==> config.mk <==
export PLATFORM = sky130hd
export DESIGN_NAME = id_hazard_ctrl
export DESIGN_NICKNAME = d
export VERILOG_FILES = /design/src/rtl/cpu_pkg.sv /design/src/rtl/hazard_detect.sv /design/src/rtl/id_hazard_ctrl.sv
export SDC_FILE = /design/constraint.sdc
export NUM_CORES = 1
export LEC_CHECK = 0
export ABC_CLOCK_PERIOD_IN_PS = 7540
export CAP_MARGIN = 20
export CORE_ASPECT_RATIO = 0.5
export CORE_MARGIN = 8
export CORE_UTILIZATION = 33
export DETAILED_ROUTE_END_ITERATION = 10
export GPL_TIMING_DRIVEN = 0
export SYNTH_ARGS = -nofsm -noshare
export SYNTH_HDL_FRONTEND = slang
export SYNTH_HIERARCHICAL = 1
export SYNTH_SLANG_ARGS = --single-unit
==> constraint.sdc <==
create_clock -name clk -period 7.54 [get_ports clk]
set_clock_uncertainty 0.05 [all_clocks]
set_input_delay 1.131 -clock clk [delete_from_list [all_inputs] [get_ports clk]]
set_output_delay 1.131 -clock clk [all_outputs]
set_load 0.005 [all_outputs]
==> src/rtl/cpu_pkg.sv <==
// Shared CPU definitions: opcodes, the flush/reset NOP word and the ID control state encoding.
package cpu_pkg;

  localparam logic [5:0] OP_RTYPE = 6'h00;
  localparam logic [5:0] OP_J     = 6'h02;
  localparam logic [5:0] OP_JAL   = 6'h03;
  localparam logic [5:0] OP_BEQ   = 6'h04;
  localparam logic [5:0] OP_BNE   = 6'h05;
  localparam logic [5:0] OP_LW    = 6'h23;
  localparam logic [5:0] OP_SW    = 6'h2B;

  localparam logic [31:0] NOP_INSTR = 32'h0000_0000;

  typedef enum logic [1:0] {
    RUN   = 2'd0,
    STALL = 2'd1,
    FLUSH = 2'd2
  } state_e;

  function automatic logic reads_rt(input logic [5:0] op);
    return (op == OP_RTYPE) || (op == OP_BEQ) || (op == OP_BNE) || (op == OP_SW);
  endfunction

  function automatic logic is_branch(input logic [5:0] op);
    return (op == OP_BEQ) || (op == OP_BNE);
  endfunction

endpackage

==> src/rtl/hazard_detect.sv <==
// Combinational hazard check for the instruction in ID against the EX and MEM stages.
module hazard_detect (
  input  logic [4:0] i_rs,
  input  logic [4:0] i_rt,
  input  logic [5:0] i_op,
  input  logic       i_reg_write_ex,
  input  logic       i_mem_read_ex,
  input  logic [4:0] i_reg_write_addr_ex,
  input  logic       i_mem_read_mem,
  input  logic [4:0] i_reg_write_addr_mem,
  output logic       o_hazard
);
  import cpu_pkg::*;

  logic w_is_br;
  logic w_ex_rs, w_ex_rt, w_mem_rs, w_mem_rt;
  logic w_load_use, w_br_alu, w_br_load;

  assign w_is_br = is_branch(i_op);

  // $0 is hardwired, so a write to it can never create a dependency.
  assign w_ex_rs  = (i_reg_write_addr_ex != 5'd0) && (i_reg_write_addr_ex == i_rs);
  assign w_ex_rt  = (i_reg_write_addr_ex != 5'd0) && (i_reg_write_addr_ex == i_rt);
  assign w_mem_rs = (i_reg_write_addr_mem != 5'd0) && (i_reg_write_addr_mem == i_rs);
  assign w_mem_rt = (i_reg_write_addr_mem != 5'd0) && (i_reg_write_addr_mem == i_rt);

  assign w_load_use = i_mem_read_ex && (w_ex_rs || (w_ex_rt && reads_rt(i_op)));
  assign w_br_alu   = w_is_br && i_reg_write_ex && !i_mem_read_ex && (w_ex_rs || w_ex_rt);
  assign w_br_load  = w_is_br && i_mem_read_mem && (w_mem_rs || w_mem_rt);

  assign o_hazard = w_load_use || w_br_alu || w_br_load;

endmodule

==> src/rtl/id_hazard_ctrl.sv <==
// ID stage control: IF/ID register, branch/jump resolution in ID, hazard stalls and
// the fetch redirect/hold signals.
module id_hazard_ctrl #(
  parameter logic [31:0] NOP_INSTR   = cpu_pkg::NOP_INSTR,
  parameter int unsigned STALL_CNT_W = 16
) (
  input  logic                   clk,
  input  logic                   reset,
  input  logic [31:0]            Instruction_if,
  input  logic [31:0]            PC_if,
  input  logic [31:0]            RsData_id,
  input  logic [31:0]            RtData_id,
  input  logic                   RegWrite_ex,
  input  logic                   MemRead_ex,
  input  logic [4:0]             RegWriteAddr_ex,
  input  logic                   MemRead_mem,
  input  logic [4:0]             RegWriteAddr_mem,
  output logic [31:0]            Instruction_id,
  output logic [31:0]            PC_id,
  output logic                   Branch,
  output logic                   Jump,
  output logic [31:0]            JumpAddr,
  output logic                   IFWrite,
  output logic                   Stall_id,
  output logic [STALL_CNT_W-1:0] StallCount
);
  import cpu_pkg::*;

  state_e r_state, w_state_next;

  logic [31:0]            r_instr, r_pc;
  logic [STALL_CNT_W-1:0] r_stall_cnt;

  logic [5:0]  w_op;
  logic        w_hazard, w_is_beq, w_is_bne, w_is_jmp, w_taken;
  logic [31:0] w_pc4, w_br_target, w_j_target;

  assign w_op     = r_instr[31:26];
  assign w_is_beq = (w_op == OP_BEQ);
  assign w_is_bne = (w_op == OP_BNE);
  assign w_is_jmp = (w_op == OP_J) || (w_op == OP_JAL);
  assign w_taken  = (w_is_beq && (RsData_id == RtData_id)) ||
                    (w_is_bne && (RsData_id != RtData_id)) || w_is_jmp;

  assign w_pc4       = r_pc + 32'd4;
  assign w_br_target = w_pc4 + {{14{r_instr[15]}}, r_instr[15:0], 2'b00};
  assign w_j_target  = {w_pc4[31:28], r_instr[25:0], 2'b00};

  hazard_detect u_hazard_detect (
    .i_rs                 (r_instr[25:21]),
    .i_rt                 (r_instr[20:16]),
    .i_op                 (w_op),
    .i_reg_write_ex       (RegWrite_ex),
    .i_mem_read_ex        (MemRead_ex),
    .i_reg_write_addr_ex  (RegWriteAddr_ex),
    .i_mem_read_mem       (MemRead_mem),
    .i_reg_write_addr_mem (RegWriteAddr_mem),
    .o_hazard             (w_hazard)
  );

  always_ff @(posedge clk or negedge reset) begin
    if (!reset) r_state <= RUN;
    else        r_state <= w_state_next;
  end

  always_comb begin
    w_state_next = RUN;
    unique case (r_state)
      RUN, STALL: begin
        if (w_hazard)     w_state_next = STALL;
        else if (w_taken) w_state_next = FLUSH;
        else              w_state_next = RUN;
      end
      FLUSH:   w_state_next = RUN;
      default: w_state_next = RUN;
    endcase
  end

  // STALL re-evaluates like RUN; only FLUSH suppresses decode of the NOP in ID.
  always_comb begin
    Branch   = 1'b0;
    Jump     = 1'b0;
    JumpAddr = 32'd0;
    IFWrite  = 1'b1;
    Stall_id = 1'b0;
    unique case (r_state)
      RUN, STALL: begin
        if (w_hazard) begin
          IFWrite  = 1'b0;
          Stall_id = 1'b1;
        end else if (w_taken) begin
          Branch   = w_is_beq || w_is_bne;
          Jump     = w_is_jmp;
          JumpAddr = w_is_jmp ? w_j_target : w_br_target;
        end
      end
      default: ;
    endcase
  end

  always_ff @(posedge clk or negedge reset) begin
    if (!reset) begin
      r_instr <= NOP_INSTR;
      r_pc    <= 32'd0;
    end else if (Stall_id) begin
      r_instr <= r_instr;
      r_pc    <= r_pc;
    end else if (Branch || Jump) begin
      r_instr <= NOP_INSTR;
      r_pc    <= PC_if;
    end else begin
      r_instr <= Instruction_if;
      r_pc    <= PC_if;
    end
  end

  always_ff @(posedge clk or negedge reset) begin
    if (!reset) begin
      r_stall_cnt <= '0;
    end else if (Stall_id && (r_stall_cnt != {STALL_CNT_W{1'b1}})) begin
      r_stall_cnt <= r_stall_cnt + STALL_CNT_W'(1);
    end
  end

  assign Instruction_id = r_instr;
  assign PC_id          = r_pc;
  assign StallCount     = r_stall_cnt;

endmodule

==> results_dict.tcl, run 1 <==
set metrics [dict create \
    leakagePower_nw 4.01 \
    cts_max_path_buffers 2 \
    max_cap_violations 0 \
    dieArea_um2 24200 \
    wl_per_cell_um 18.7 \
    syn-num-nets 980 \
    hp-start "StallCount[15]" \
    syn_area_um2 6350 \
    required_ps 6360 \
    cp_cell_sequence "nand3_1 -> nor2_1 -> nand3_1 -> nor2_1 -> nand2_1 -> xnor2_1 -> ha_1 -> and4_1 -> a221oi_2 -> a31oi_2 -> o41ai_4 -> o21ai_1 -> xnor2_2 -> o21ai_0 -> nor3b_2 -> clkdlybuf4s50_1" \
    reg2reg_from "Instruction_id[27]" \
    drive_above_1_share_pct 3.82 \
    setup_viol 0 \
    die_h_um 114 \
    grt_pass1_wl_um 38700 \
    cts_sinks 81 \
    cts_max_level 3 \
    fin_crit_sh_pct 79.7 \
    yosys.cell_types.count 66 \
    ant_nets 0 \
    synth_area_leader_cell "dfrtp_1" \
    synth_seq_area_share_pct 31.9 \
    fmax_mhz 166 \
    yosys_warnings 6 \
    antenna_found_initial 0 \
    grt_pass1_vias 6799 \
    tightest_slew_ps 968 \
    drc 0 \
    cpPeakStageDelay_ps 540 \
    grt_overflow 0 \
    dr.pass1.iters 5 \
    post_cts_resized 0 \
    regArea_um2 2030 \
    final_nets 1250 \
    cp-start-kind "flop" \
    critPathMaxFanout 6 \
    ff2ff_setup_slack_ps 3910 \
    cts-root-buf "clkbuf_16" \
    yosysTopAreaCellShare_pct 31.9 \
    placed_cell_area_um2 9280 \
    path_buf_inv 1 \
    peakVddDrop_mv 0.110 \
    synth_edf_count 0 \
    port_buffers 258 \
    final_area_um2 9590 \
    period_needed_ps 6010 \
    slew_viol_final 0 \
    rows 35 \
    powerDensity_nw_per_um2 169 \
    arrival_ps 4830 \
    syn_to_final_growth_pct 51.0 \
    numCtsBuffers 9 \
    initial_utilization_pct 34.1 \
    place_congestion 0.875 \
    synth.area.top_cells "dfrtp_1 32%, nand2_1 12%, xnor2_1 12%, ha_1 7.7%, a21oi_1 3.5%" \
    status "finished, final reports clean" \
    ios 259 \
    cts_tree "yes" \
    post_cts_buffers 0 \
    worst_hold_slack_ps 438 \
    synthArstFlopShare_pct 100 \
    finalSetupTns_ps 0 \
    critPathSlowestCell "clkdlybuf4s50_1" \
    rsz0062_at_grt "false" \
    min_to "StallCount[15]" \
    ys_ff_latch 81 \
    coreArea_um2 18600 \
    drt_iter0_markers 463 \
    postCtsHoldBufs 0 \
    clock_latency_ps 350 \
    syn_inst 797 \
    dp_hpwl_um 20700 \
    critPathCaptureType "output pin" \
    grt_max_degree 51 \
    chipWidth_um 212 \
    clk_pin_slew_ps 70 \
    vias 6648 \
    viasPerCell 4.99 \
    path_delay_family "simple AND/OR/NAND/NOR gates" \
    hp-class "reg -> reg" \
    grt_usage_pct 20.3 \
    syn_avg_cell_area_um2 7.97 \
    final_hold_viol_count 0 \
    synth_flop_cell "dfrtp_1" \
    crit_type "reg -> out" \
    maxSlewHeadroom_pct 35.5 \
    fillCellCount 1821 \
    multi_input_area_um2 4160 \
    r2r_cells 13 \
    hold_depth 1 \
    wirelength_um 24900 \
    r2r-end "StallCount[9]" \
]
worst max-delay path by stage:
| stage | start | endpoint | cells past startpoint |
|---|---|---|---|
| floorplan | PC_id[6] | JumpAddr[31] | 15 |
| global placement | RegWriteAddr_mem[0] | JumpAddr[20] | 12 |
| detailed placement | RegWriteAddr_mem[0] | JumpAddr[20] | 12 |
| CTS | PC_id[7] | JumpAddr[31] | 16 |
| global route | PC_id[7] | JumpAddr[31] | 18 |
| finish | PC_id[7] | JumpAddr[31] | 16 |
power by group:
| group | switching [W] | internal (W) | leakage, nW |
|---|---|---|---|
| registers | 0.0000719 | 0.000474 | 0.986 |
| clock network | 0.000189 | 0.000268 | 0.151 |
| logic | 0.000290 | 0.000324 | 2.88 |
| total | 0.000550 | 0.00107 | 4.01 |
through the flow:
stage          utilization, %  power [W]  setup WS, ps  std cells
2_1_floorplan               -   0.000869          3100        797
4_1_cts                  51.5    0.00163          1540       1331
3_3_place_gp             49.7    0.00115          1590       1314
3_5_place_dp             49.9    0.00116          1610       1315
5_1_grt                  51.5    0.00172          1240       1331
6_report                 51.5    0.00162          1530       1332
state kept, by name, summed over array words and instances (netlist names):
register        flops
r_state             1
PC_id              32
StallCount         16
Instruction_id     32
per-layer routing:
metal / vias up / track usage, % / share of wire (%) / routed length, um
met5: - / 0 / 0 / 0
met4: 0 / 4.61 / 1.3 / 320
met3: 22 / 5.25 / 6.8 / 1700
met2: 208 / 34.5 / 48 / 11900
met1: 3129 / 25.5 / 44 / 11100
li1: 3289 / - / - / -
synthesized netlist by cell type (3+ instances only):
cell / count
dfrtp_1: 81
o21bai_1: 3
inv_1: 9
nor2b_1: 5
xnor2_1: 86
clkbuf_1: 22
buf_2: 5
or4_1: 3
or3_1: 5
a21boi_0: 3
a211oi_1: 5
ha_1: 39
nand2_1: 205
o21ai_1: 18
a21o_1: 13
o21ai_0: 37
nor3_1: 18
nor2_1: 41
and2_1: 4
a21oi_1: 45
and4_1: 4
nand4_1: 19
nand3_1: 35
and3_1: 12
xor2_1: 25
nand2b_1: 3
nor4_1: 3
final cells by class:
type | count | area share (%)
Clock inverter | 5 | 0.640
Timing Repair Buffer | 259 | 27.2
Tap cell | 259 | 3.38
Sequential cell | 81 | 21.1
Inverter | 11 | 0.431
Buffer | 29 | 1.28
Antenna cell | 1 | 0.0261
Multi-Input combinational cell | 676 | 43.4
Clock buffer | 11 | 2.53
cell usage in the layout, fill, tap and decap left out, drive strengths merged, types with 4 or more instances in the layout:
cell type,instances
clkdlybuf4s50,257
nand2,206
xnor2,88
dfrtp,81
o21ai,56
a21oi,46
nor2,43
ha,39
nand3,35
clkbuf,33
xor2,25
nor3,20
nand4,19
a21o,13
inv,13
and3,12
buf,9
or3,5
nor2b,5
a211oi,5
a21boi,5
and4,4
and2,4
kinds of logic (layout without fill, tap and decap cells):
logic type | after synthesis | after routing | share of synthesized area [%]
mux | 2 | 2 | 0.335
fa+ha+maj | 40 | 40 | 8.00
xor+xnor | 113 | 113 | 15.8
compound gates | 153 | 153 | 15.1
buf+inv | 40 | 315 | 2.58
other cells | 0 | 1 | 0
simple gates | 368 | 368 | 26.3
flops | 81 | 81 | 31.9
Note: power is estimated with default switching activity, not from simulation.
==> run 2: changes to the inputs <==
--- a/config.mk
+++ b/config.mk
@@ -5,13 +5,14 @@
 export SDC_FILE = /design/constraint.sdc
 export NUM_CORES = 1
 export LEC_CHECK = 0
-export ABC_CLOCK_PERIOD_IN_PS = 7540
+export ABC_CLOCK_PERIOD_IN_PS = 4940
 export CAP_MARGIN = 20
 export CORE_ASPECT_RATIO = 0.5
 export CORE_MARGIN = 8
 export CORE_UTILIZATION = 33
 export DETAILED_ROUTE_END_ITERATION = 10
 export GPL_TIMING_DRIVEN = 0
+export PLACE_DENSITY = 0.67
 export SYNTH_ARGS = -nofsm -noshare
 export SYNTH_HDL_FRONTEND = slang
 export SYNTH_HIERARCHICAL = 1
==> constraint.sdc (replaced) <==
create_clock -name clk -period 4.94 [get_ports clk]
set_clock_uncertainty 0.05 [all_clocks]
set_input_delay 0.741 -clock clk [delete_from_list [all_inputs] [get_ports clk]]
set_output_delay 0.741 -clock clk [all_outputs]
set_load 0.005 [all_outputs]
==> run 2 against run 1 <==
  * The flow now finishes with violations (setup timing)
  * Sequential cell count stayed put
  * Combinational power is 68% higher
  * Via count is 3.2% higher
  * Total power grew 59%
  * Largest cell class unchanged
==> results_dict.tcl, run 2 (synthesized netlist as in run 1, its figures left out) <==
set metrics [dict create \
    status "complete, but fails checks" \
    violations "setup timing" \
    finalSetupTns_ps -19.5 \
    viasPerCell 5.06 \
    ios 259 \
    antenna_found_initial 0 \
    tightest_slew_ps 940 \
    dieArea_um2 24200 \
    coreArea_um2 18600 \
    cts_max_level 3 \
    critPathLaunch "PC_id[3]" \
    r2r_cells 13 \
    power_switching_w 0.000906 \
    fin_util_pct 54.2 \
    wl_per_cell_um 18.8 \
    cts_tree "yes" \
    maxSlewHeadroom_pct 37.4 \
    clkPwrFrac_pct 27.6 \
    crit_type "reg -> out" \
    grt_max_degree 64 \
    critPathCaptureType "output pin" \
    busiest_layer "met2" \
    final_common_cell "clkdlybuf4s50_1" \
    drive_above_1_share_pct 10.9 \
    die_h_um 114 \
    ff2ff_setup_slack_ps 1370 \
    drt_iter0_markers 419 \
    p_seq_share_pct 32.3 \
    p_int_w 0.00167 \
    slew_viol_final 0 \
    fin_crit_sh_pct 100 \
    period_needed_ps 4960 \
    ant_nets 0 \
    setup_viol 1 \
    hp-class "in -> async" \
    rsz0062_at_grt "true" \
    postCtsHoldBufs 0 \
    max_cap_violations 0 \
    drc 0 \
    numCtsBuffers 9 \
    fmax_mhz 202 \
    critPathMaxFanout 5 \
    dr.pass1.iters 5 \
    setup_slack_ps -19.5 \
    leakagePower_nw 4.27 \
    clock_latency_ps 340 \
    grt_overflow 0 \
    port_buffers 258 \
    p_sw_share_pct 35.2 \
    combPwrFrac_pct 40.1 \
    mostFrequentLayoutCells "247 x clkdlybuf4s50_1, 205 x nand2_1, 80 x xnor2_1, 75 x dfrtp_1, 40 x a21oi_1" \
    grt_use_met2_pct 34.7 \
    clk_pin_slew_ps 70 \
    n_antenna_cell 0 \
    vias 6859 \
    grtUsageMet3_pct 4.18 \
    initial_utilization_pct 34.1 \
    use_met1_pct 24.7 \
    syn_to_final_growth_pct 58.9 \
    rows 35 \
    reg2reg_from "Instruction_id[27]" \
    cts-root-buf "clkbuf_16" \
    place_congestion 0.928 \
    wirelength_um 25500 \
    grt_usage_pct 20.1 \
    cts_max_path_buffers 2 \
    required_ps 4150 \
    peakVddDrop_mv 0.149 \
    r2r-end "StallCount[9]" \
    dp_hpwl_um 20400 \
    arrival_ps 4170 \
    cts_sinks 81 \
    cp-start-kind "flop" \
    grt_pass1_wl_um 38700 \
    powerDensity_nw_per_um2 255 \
    cp-endpoint "JumpAddr[31]" \
    grt_pass1_vias 6979 \
    chipWidth_um 212 \
    final_hold_viol_count 0 \
    final_nets 1274 \
]
==> run 2: cell count changes in the layout (fill, tap and decap cells not counted), moves of 5 or more <==
cell / previous run / this run
buf_4: 1 / 29
clkdlybuf4s50_1: 257 / 247
dfrtp_1: 81 / 75
dfrtp_2: 0 / 6
xnor2_1: 86 / 80
a21oi_1: 45 / 40
a21oi_2: 1 / 6
clkbuf_1: 23 / 18
dlygate4sd2_1: 0 / 5
ha_1: 39 / 34
nor2_1: 41 / 36
xnor2_2: 2 / 7
xor2_1: 25 / 20
xor2_2: 0 / 5
==> run 2: power groups by stage <==
stage          registers, W  logic (W)  clock network (W)
2_1_floorplan      0.000813   0.000514                  0
3_3_place_gp       0.000840   0.000918                  0
3_5_place_dp       0.000842   0.000936                  0
4_1_cts            0.000830    0.00100           0.000724
5_1_grt            0.000842    0.00113           0.000746
6_report           0.000833    0.00103           0.000711
==> run 2: worst min path at each step <==
stage,startpoint,endpoint,slack (ps),cells after the start
3_5_place_dp,StallCount[12],StallCount[12],440,1
6_report,reset,StallCount[3],220,1
5_1_grt,reset,StallCount[3],220,1
4_1_cts,reset,StallCount[3],210,1
3_3_place_gp,StallCount[15],StallCount[15],430,1
2_1_floorplan,reset,Instruction_id[0],400,0
==> run 2: worst max-delay path: stages, from the launching register on <==
cell	delay, ps
dfrtp_2	440
ha_1	160
nand3_1	170
nor2_1	230
xor2_2	240
ha_1	310
a21oi_1	260
o211ai_1	180
nand4b_1	280
buf_4	180
a31oi_4	100
o41ai_4	300
buf_4	180
o21ai_2	70
xnor2_2	150
o21ai_1	140
nor3b_2	200
clkdlybuf4s15_2	230
==> run 2: metrics by stage <==
step | worst slack (ps) | instances | total power [W] | hold slack (ps) | instance area (um^2)
after floorplan | 891 | 797 | 0.00133 | 395 | 6350
after global placement | -208 | 1314 | 0.00176 | 431 | 9260
after detailed placement | -227 | 1315 | 0.00178 | 438 | 9280
after CTS | -15.9 | 1351 | 0.00256 | 214 | 9960
after global routing | -133 | 1355 | 0.00271 | 225 | 10100
final | -19.5 | 1355 | 0.00258 | 218 | 10100
==> run 2: layout make-up <==
type | instances | area [um^2]
sequential | 81 | 2030
timing repair buffer | 285 | 2810
buffer | 27 | 131
clock buffer | 9 | 225
clock inverter | 7 | 82.6
multi-input combinational | 676 | 4450
tap | 259 | 324
inverter | 11 | 41.3
fill | 1684 | 8520
==> run 2: repair_timing <==
item,in CTS,in global routing
pin swaps,18,17
buffers inserted,22,4
endpoints found under the setup margin,21,27
resized for setup,55,27
==> run 2: per-layer routing <==
| metal | routed length [um] | up-vias |
|---|---|---|
| met5 | 0 | - |
| met3 | 1670 | 47 |
| li1 | - | 3328 |
| met4 | 833 | 0 |
| met2 | 12200 | 234 |
| met1 | 10800 | 3250 |
